### config.mk
export PLATFORM = sky130hd
export DESIGN_NAME = emin_sweep_ctrl
export DESIGN_NICKNAME = d
export VERILOG_FILES = /design/src/rtl/emin_sweep_ctrl.sv
export SDC_FILE = /design/constraint.sdc
export NUM_CORES = 1
export LEC_CHECK = 0
export BUFFER_PORTS_ARGS = -buffer_cell sky130_fd_sc_hd__clkbuf_2
export CORE_UTILIZATION = 48
export DETAILED_ROUTE_END_ITERATION = 6
export PLACE_DENSITY = 0.71
export SETUP_SLACK_MARGIN = 0.2
export SYNTH_ARGS = -nofsm -noshare
export SYNTH_HDL_FRONTEND = slang
export SYNTH_SLANG_ARGS = --single-unit
### constraint.sdc
create_clock -name clk_in -period 4.2 [get_ports clk_in]
set_input_delay 0.63 -clock clk_in [delete_from_list [all_inputs] [get_ports clk_in]]
set_output_delay 0.63 -clock clk_in [all_outputs]
set_load 0.005 [all_outputs]
### src/rtl/emin_sweep_ctrl.sv
// Emin sweep sequencer: launches one emin pass per frame i, writes Emin(j,i) to the matrix buffer and reports the per-frame minimum.
// Optional cycle counter output sweep_cycles_out is enabled by defining EMIN_SWEEP_PERF_EN.
//
//   state    | meaning
//   ---------+-----------------------------------------------------------
//   S_IDLE   | waiting for start_in; stray results are dropped
//   S_LAUNCH | one-cycle launch strobe to emin for frame i_cnt
//   S_WAIT   | accepting results j = 0..i_cnt, watchdog running
//   S_NEXT   | best pulse cycle; gives emin time to return to its start state
module emin_sweep_ctrl #(
    parameter int BIT_WIDTH      = 32,
    parameter int I              = 160,
    parameter int TIMEOUT_CYCLES = 255
) (
    input  logic                          clk_in,
    input  logic                          rst_n_in,
    input  logic                          start_in,
    output logic                          busy_out,
    output logic                          done_out,
    output logic                          error_out,
    output logic [$clog2(I)-1:0]          emin_i_out,
    output logic                          emin_valid_out,
    input  logic [$clog2(I)-1:0]          emin_j_in,
    input  logic signed [BIT_WIDTH-1:0]   emin_data_in,
    input  logic                          emin_valid_in,
    output logic                          wr_en_out,
    output logic [$clog2(I*I)-1:0]        wr_addr_out,
    output logic [BIT_WIDTH-1:0]          wr_data_out,
    output logic                          best_valid_out,
    output logic [$clog2(I)-1:0]          best_i_out,
    output logic [$clog2(I)-1:0]          best_j_out,
    output logic signed [BIT_WIDTH-1:0]   best_val_out
`ifdef EMIN_SWEEP_PERF_EN
   ,output logic [31:0]                   sweep_cycles_out
`endif
);

    localparam int IW  = $clog2(I);
    localparam int AW  = $clog2(I*I);
    localparam int WDW = $clog2(TIMEOUT_CYCLES + 1);

    localparam logic signed [BIT_WIDTH-1:0] MAX_VAL  = {1'b0, {(BIT_WIDTH-1){1'b1}}};
    localparam logic [IW-1:0]               LAST_I   = IW'(I - 1);
    localparam logic [AW-1:0]               I_AW     = AW'(I);
    localparam logic [WDW-1:0]              WD_LIMIT = WDW'(TIMEOUT_CYCLES);

    typedef enum logic [1:0] {S_IDLE, S_LAUNCH, S_WAIT, S_NEXT} state_t;

    state_t r_state, w_state_nxt;

    logic [IW-1:0]                 r_i_cnt;
    logic [IW-1:0]                 r_exp_j;
    logic [WDW-1:0]                r_wdog;
    logic signed [BIT_WIDTH-1:0]   r_min_val;
    logic [IW-1:0]                 r_min_j;
    logic                          r_wr_en;
    logic [AW-1:0]                 r_wr_addr;
    logic [BIT_WIDTH-1:0]          r_wr_data;
    logic                          r_best_valid;
    logic [IW-1:0]                 r_best_i;
    logic [IW-1:0]                 r_best_j;
    logic signed [BIT_WIDTH-1:0]   r_best_val;
    logic                          r_done;
    logic                          r_error;

    logic            w_start_ok;
    logic            w_beat_ok;
    logic            w_bad_j;
    logic            w_timeout;
    logic            w_last;
    logic            w_new_min;
    logic [WDW-1:0]  w_wdog_inc;
    logic [AW-1:0]   w_wr_addr;

    assign w_wr_addr  = AW'(r_i_cnt) * I_AW + AW'(r_exp_j);
    assign w_wdog_inc = r_wdog + 1'b1;
    // Strict less-than keeps the earliest j on ties.
    assign w_new_min  = (emin_data_in < r_min_val);

    always_ff @(posedge clk_in or negedge rst_n_in) begin
        if (!rst_n_in) begin
            r_state <= S_IDLE;
        end else begin
            r_state <= w_state_nxt;
        end
    end

    always_comb begin
        w_state_nxt = r_state;
        w_start_ok  = 1'b0;
        w_beat_ok   = 1'b0;
        w_bad_j     = 1'b0;
        w_timeout   = 1'b0;
        w_last      = 1'b0;
        case (r_state)
            S_IDLE: begin
                if (start_in) begin
                    w_start_ok  = 1'b1;
                    w_state_nxt = S_LAUNCH;
                end
            end
            S_LAUNCH: w_state_nxt = S_WAIT;
            S_WAIT: begin
                if (emin_valid_in) begin
                    if (emin_j_in != r_exp_j) begin
                        w_bad_j     = 1'b1;
                        w_state_nxt = S_IDLE;
                    end else begin
                        w_beat_ok = 1'b1;
                        if (r_exp_j == r_i_cnt) begin
                            w_last      = 1'b1;
                            w_state_nxt = (r_i_cnt == LAST_I) ? S_IDLE : S_NEXT;
                        end
                    end
                end else if (w_wdog_inc == WD_LIMIT) begin
                    w_timeout   = 1'b1;
                    w_state_nxt = S_IDLE;
                end
            end
            S_NEXT:  w_state_nxt = S_LAUNCH;
            default: w_state_nxt = S_IDLE;
        endcase
    end

    always_ff @(posedge clk_in or negedge rst_n_in) begin
        if (!rst_n_in) begin
            r_i_cnt      <= '0;
            r_exp_j      <= '0;
            r_wdog       <= '0;
            r_min_val    <= '0;
            r_min_j      <= '0;
            r_wr_en      <= 1'b0;
            r_wr_addr    <= '0;
            r_wr_data    <= '0;
            r_best_valid <= 1'b0;
            r_best_i     <= '0;
            r_best_j     <= '0;
            r_best_val   <= '0;
            r_done       <= 1'b0;
            r_error      <= 1'b0;
        end else begin
            r_wr_en      <= w_beat_ok;
            r_best_valid <= w_last;
            r_done       <= w_last && (r_i_cnt == LAST_I);

            if (w_start_ok) begin
                r_error <= 1'b0;
                r_i_cnt <= '0;
            end
            if (w_bad_j || w_timeout) begin
                r_error <= 1'b1;
            end
            if (r_state == S_NEXT) begin
                r_i_cnt <= r_i_cnt + 1'b1;
            end

            if (r_state == S_LAUNCH) begin
                r_exp_j   <= '0;
                r_min_val <= MAX_VAL;
                r_min_j   <= '0;
                r_wdog    <= '0;
            end else if (r_state == S_WAIT && !emin_valid_in) begin
                r_wdog <= w_wdog_inc;
            end

            if (w_beat_ok) begin
                r_wr_addr <= w_wr_addr;
                r_wr_data <= emin_data_in;
                r_exp_j   <= r_exp_j + 1'b1;
                r_wdog    <= '0;
                if (w_new_min) begin
                    r_min_val <= emin_data_in;
                    r_min_j   <= emin_j_in;
                end
            end

            // Fold the final beat into the reported minimum directly.
            if (w_last) begin
                r_best_i   <= r_i_cnt;
                r_best_j   <= w_new_min ? emin_j_in : r_min_j;
                r_best_val <= w_new_min ? emin_data_in : r_min_val;
            end
        end
    end

`ifdef EMIN_SWEEP_PERF_EN
    logic [31:0] r_sweep_cycles;

    always_ff @(posedge clk_in or negedge rst_n_in) begin
        if (!rst_n_in) begin
            r_sweep_cycles <= '0;
        end else if (w_start_ok) begin
            r_sweep_cycles <= '0;
        end else if (r_state != S_IDLE && r_sweep_cycles != 32'hFFFF_FFFF) begin
            r_sweep_cycles <= r_sweep_cycles + 32'd1;
        end
    end

    assign sweep_cycles_out = r_sweep_cycles;
`endif

    assign busy_out       = (r_state != S_IDLE);
    assign emin_valid_out = (r_state == S_LAUNCH);
    assign emin_i_out     = r_i_cnt;
    assign done_out       = r_done;
    assign error_out      = r_error;
    assign wr_en_out      = r_wr_en;
    assign wr_addr_out    = r_wr_addr;
    assign wr_data_out    = r_wr_data;
    assign best_valid_out = r_best_valid;
    assign best_i_out     = r_best_i;
    assign best_j_out     = r_best_j;
    assign best_val_out   = r_best_val;

endmodule
==> results_dict.tcl, run 1 <==
set metrics [dict create \
    leakage_uw 0.005408 \
    yosysTopAreaCell "dfrtp_1" \
    slew_headroom 0.2730 \
    grtUsageTotal 0.2451 \
    fmax_ghz 0.2837 \
    clk_pin_slew_ns 0.06 \
    antenna_found_initial 0 \
    reg2reg_to "r_min_val[9]" \
    pwr-share-seq 0.460 \
    end_kind "register" \
    syn_inst 990 \
    worstRegToRegCells 10 \
    htree_levels 4 \
    initial_core_util 0.4913 \
    dpl-instance-area_mm2 0.009759 \
    gp_congestion 0.7985 \
    period_share 0.8392 \
    crit_type "register to register" \
    synth_edf_count 0 \
    worstPathMaxFanout 26 \
    comb_power_share 0.138 \
    required_ns 4.55 \
    yosys-top-cells-area "dfrtp_1, nand2_1, ha_1" \
    ys_warn_count 0 \
    r2r_start "r_min_val[31]" \
    viasPerCell 5.604 \
    cap_violations 0 \
    drc 0 \
    synth_area_mm2 0.008826 \
    hold_class "input pin to async pin" \
    peakVddDrop_mv 0.2847 \
    coreArea_mm2 0.01796 \
    die-area_mm2 0.01893 \
    cp-start-kind "register" \
    cts_resized 0 \
    postSynthAreaPerCell_um2 8.915 \
    ant_nets 0 \
    cts_buffers 17 \
    max_slew.worst_pin.slew_ns 1.090 \
    die_height_um 137.6 \
    hold_viol 0 \
    min_period_ns 3.525 \
    drt_iter0_drc 535 \
    grt-ovfl-total 0 \
    p_clk_frac 0.403 \
    setup_tns_ns 0 \
    synthArstFlopShare 1.000 \
    run_status "complete, no violations" \
    ys_seq_area_frac 0.4678 \
    hpwlAfterDp_um 14730 \
    clockRootBuffer "clkbuf_16" \
    synth-seq-cells 165 \
    cts_tree "done" \
    cts_setup_buffers 0 \
    finalInstanceArea_mm2 0.01030 \
    ys.flop_type "dfrtp_1" \
    drt-pass1-iter-count 5 \
    portBuffers 152 \
    rsz0062_at_grt "false" \
    synth_cell_types 49 \
    grt_pass1_vias 6864 \
    num_antenna_cells 0 \
    p_sw_uw 1026 \
    die_x_um 137.6 \
    cts_hold_buffers 0 \
    grt_max_degree 119 \
    timing.hold.ws_ns 0.3621 \
    synth.top_cell.area_share 0.4678 \
    ff2ff_setup_slack_ns 0.68 \
    layout.nets 1201 \
    clk_latency_ns 0.43 \
    vias 7509 \
    finalClockSkew_ns 0.008161 \
    drv_slew 0 \
    setup_ws_ns 0.6754 \
    setup_viol 0 \
    wl_um 22450 \
    grt_pass1_wl_um 35820 \
    routedWlPerCell_um 16.75 \
    ios 153 \
    syn_nets 1090 \
    critPathArrivalTime_ns 3.87 \
    drive_above_1_share 0.1881 \
    clock_path_buffers 2 \
    clock-sinks 165 \
    p_per_area_mw_per_mm2 354.3 \
    rows 49 \
    p_sw_frac 0.2813 \
    power.internal_uw 2623 \
    synthToLayoutAreaGrowth_pct 16.70 \
    place_ws_ns 0.3250 \
]
[through the flow]
stage	util	std cells	power, µW
floorplan	-	990	1990
global placement	0.5433	1311	2203
detailed placement	0.5433	1311	2211
CTS	0.5734	1340	3674
global route	0.5734	1340	3790
finish	0.5734	1340	3649
[worst max-delay path by stage]
stage	startpoint	endpoint	slack, ns
2_1_floorplan	emin_data_in[17]	r_min_j[1]	1.17
3_3_place_gp	emin_data_in[31]	r_min_j[1]	0.49
3_5_place_dp	emin_data_in[31]	r_min_val[13]	0.32
4_1_cts	r_min_val[31]	r_min_val[9]	0.68
5_1_grt	r_min_val[31]	r_min_val[9]	0.42
6_report	r_min_val[31]	r_min_val[9]	0.68
[kinds of logic after synthesis]
kind of cell	after synthesis	share of synthesized area
AOI/OAI and AO/OA	148	0.1049
xor gates and xnor gates	40	0.03969
adders and majority gates	56	0.08109
buffers and inverters	118	0.05189
DFF	165	0.4678
muxes	12	0.01488
and+or+nand+nor	451	0.2397
[worst max-delay path, stage by stage, from the launching register on]
cell     delay (ns)
dfrtp_1        0.35
inv_1          0.06
ha_1           0.42
nand4_1        0.19
nor4_2         0.41
nand4_1        0.22
nor4b_4        0.47
or3_1          0.20
nand3_2        0.53
buf_4          0.44
a21oi_1        0.15
[power groups by stage]
stage | Sequential (µW) | Combinational, µW | Clock (µW)
3_3_place_gp | 1710 | 498 | 0
4_1_cts | 1680 | 508 | 1490
2_1_floorplan | 1690 | 298 | 0
6_report | 1680 | 503 | 1470
3_5_place_dp | 1710 | 505 | 0
5_1_grt | 1680 | 557 | 1550
[cell usage after synthesis, drive strengths merged, types with 9 or more instances]
cell type,instances
nand2,217
dfrtp,165
clkbuf,60
ha,54
nand4,54
nor2,52
nand3,51
a21oi,47
inv,44
o211ai,41
o21ai,33
nor4,32
xnor2,29
buf,14
nor2b,12
xor2,11
mux2,9
[cells in the final DEF (no fill, tap or decap), types with 3 or more instances in the layout]
cell type and n:
nor4_1 31, clkbuf_16 17, o31ai_1 3, mux2_2 3, o211ai_1 41, xor2_1 11, nor2b_1 12, and3_1 7
nand3_1 50, nor3_1 6, ha_1 53, and2_1 3, clkinvlp_4 3, clkbuf_2 151, buf_12 3, a21o_1 7
xnor2_1 29, buf_4 11, inv_1 44, nand3b_1 3, nor2_1 52, a21oi_1 47, mux2_1 6, mux2i_1 3
or3_1 3, nand2_1 215, a211oi_1 3, nand4_1 54, o21ai_0 32, dfrtp_1 165, nand2b_1 4
[final cells by class]
class / instances / area [µm²]
multi-input combinational: 707 / 4269
timing repair buffer: 166 / 909.6
fill: 1662 / 7664
clock buffer: 21 / 460.4
inverter: 44 / 165.2
tap: 229 / 286.5
clock inverter: 8 / 80.08
sequential: 165 / 4129
[sequential cells by signal, indices dropped and copies added, names as in the netlist]
signal / flops
r_exp_j: 8
best_valid_out: 1
wr_en_out: 1
r_min_j: 8
wr_data_out: 32
best_j_out: 8
best_val_out: 32
best_i_out: 8
r_min_val: 32
wr_addr_out: 15
r_state: 2
error_out: 1
emin_i_out: 8
r_wdog: 8
done_out: 1
[per-layer routing]
metal	track usage	vias up	part of all wire
met3	0.05629	23	0.057
met4	0.06288	0	0.013
met1	0.3387	3613	0.46
met5	0	-	0
li1	-	3644	-
met2	0.3861	229	0.47
Note: power is estimated with default switching activity, not from simulation.
==> run 2: changes to the inputs <==
PLACE_DENSITY = 0.74   (was 0.71)
clock period = 3.2 ns   (was 4.2 ns; I/O delays follow)
==> results_dict.tcl, run 2 (synthesis results as in run 1) <==
set metrics [dict create \
    fillers 1589 \
    ant_nets 0 \
    htree_levels 4 \
    setup_tns_ns 0 \
    drive_above_1_share 0.2016 \
    dpl-instance-area_mm2 0.009889 \
    power.internal_uw 3521 \
    num_antenna_cells 0 \
    portBuffers 152 \
    antenna_found_initial 0 \
    run_status "complete, no violations" \
    setup_ws_ns 0.3201 \
    p_per_area_mw_per_mm2 461.5 \
    multi_input_area_mm2 0.004320 \
    peakVddDrop_mv 0.3888 \
    grt_pass1_wl_um 36280 \
    slew_headroom 0.5336 \
    grtUsageTotal 0.2492 \
    drv_slew 0 \
    cap_violations 0 \
    p_sw_frac 0.2732 \
    p_clk_frac 0.401 \
    clk_latency_ns 0.44 \
    cp-start-kind "register" \
    ios 153 \
    pwr-share-seq 0.449 \
    required_ns 3.51 \
    cts_hold_buffers 0 \
    die-area_mm2 0.01893 \
    die_height_um 137.6 \
    wl_met3_um 1350 \
    hold_class "input pin to async pin" \
    finalClockSkew_ns 0.007783 \
    clock-sinks 165 \
    timing.hold.ws_ns 0.08100 \
    seq_area_mm2 0.004129 \
    comb_power_share 0.149 \
    vias 7578 \
    period_share 0.9000 \
    final_common_cell "nand2_1" \
    cts_buffers 17 \
    grt-ovfl-total 0 \
    clock_path_buffers 2 \
    rsz0062_at_grt "false" \
    coreArea_mm2 0.01796 \
    gp_congestion 0.8232 \
    min_period_ns 2.880 \
    max_slew.worst_pin.slew_ns 0.6996 \
    worstPathMaxFanout 12 \
    finalInstanceArea_mm2 0.01050 \
    crit_type "register to register" \
    drt_iter0_drc 579 \
    layout.nets 1216 \
    clockRootBuffer "clkbuf_16" \
    cts_tree "done" \
    wl_met1_um 10520 \
    rows 49 \
    fmax_ghz 0.3472 \
    wl_met2_um 10560 \
    leakage_uw 0.005515 \
    initial_core_util 0.4913 \
    hold_viol 0 \
    worstRegToRegCells 9 \
    clk_pin_slew_ns 0.06 \
    critPathArrivalTime_ns 3.19 \
    end_kind "register" \
    grt_max_degree 86 \
    place_ws_ns 0.01101 \
    die_x_um 137.6 \
    setup_viol 0 \
    routed.top_layer "met4" \
    mostFrequentLayoutCells "nand2_1, dfrtp_1, clkbuf_2" \
    synthToLayoutAreaGrowth_pct 18.94 \
    p_sw_uw 1324 \
    routedWlPerCell_um 16.85 \
    wl_um 22830 \
    hpwlAfterDp_um 15300 \
    drc 0 \
    power_uw 4844 \
    grt_pass1_vias 7006 \
    viasPerCell 5.593 \
    drt-pass1-iter-count 5 \
]
## run 2: changes by cell type in the layout (fill, tap and decap cells not counted), sizes merged
| cell | delta |
|---|---|
| buf | +15 |
| bufinv | +1 |
| clkbuf | +2 |
| clkinvlp | -3 |
## run 2: final cells by class
class | instances | area share
clock inverter | 6 | 0.007628
multi-input combinational | 707 | 0.4116
tap | 229 | 0.02729
timing repair buffer | 181 | 0.1008
clock buffer | 23 | 0.04362
sequential | 165 | 0.3933
inverter | 44 | 0.01573
## run 2: path summary, 6_finish.rpt
path	start	end	slack, ns
min reg2reg	wr_data_out[11]	wr_data_out[11]	0.46
max in group asynchronous	rst_n_in	emin_i_out[2]	2.29
min in group clk_in	emin_data_in[14]	wr_data_out[14]	0.30
max	r_min_val[17]	r_min_j[2]	0.32
max reg2reg	r_min_val[17]	r_min_j[2]	0.32
min	rst_n_in	wr_data_out[11]	0.08
## run 2: per-layer routing
layer / vias up / GRT usage
li1: 3679 / -
met1: 3638 / 0.3473
met2: 231 / 0.3886
met3: 30 / 0.05188
met4: 0 / 0.07387
met5: - / 0
## run 2: what timing repair did
| item | in CTS | in global routing |
|---|---|---|
| buffers inserted | 0 | 1 |
| gates resized for setup | 0 | 11 |
| hold endpoints to repair | 0 | 0 |
| endpoints found under the setup margin | 0 | 79 |
## run 2: power by group through the flow
stage / Combinational [µW] / Clock, µW / Sequential [µW]
after floorplan: 391 / 0 / 2220
after global placement: 703 / 0 / 2210
after detailed placement: 716 / 0 / 2210
after CTS: 723 / 1980 / 2180
after global routing: 798 / 2070 / 2180
final: 724 / 1940 / 2180
## run 2: worst max-delay path: stages, from the launching register on
cell and delay, ns:
dfrtp_1 0.37, inv_1 0.05, ha_1 0.28, a21o_1 0.18, a221o_1 0.32, a221oi_1 0.34
o21ai_2 0.17, or3_1 0.46, nand3_4 0.22, mux2_1 0.36
## run 2: per-stage QoR
step	util	std cells
floorplan	-	990
finish	0.5844	1355
global route	0.5844	1355
CTS	0.5805	1354
detailed placement	0.5505	1325
global placement	0.5505	1325
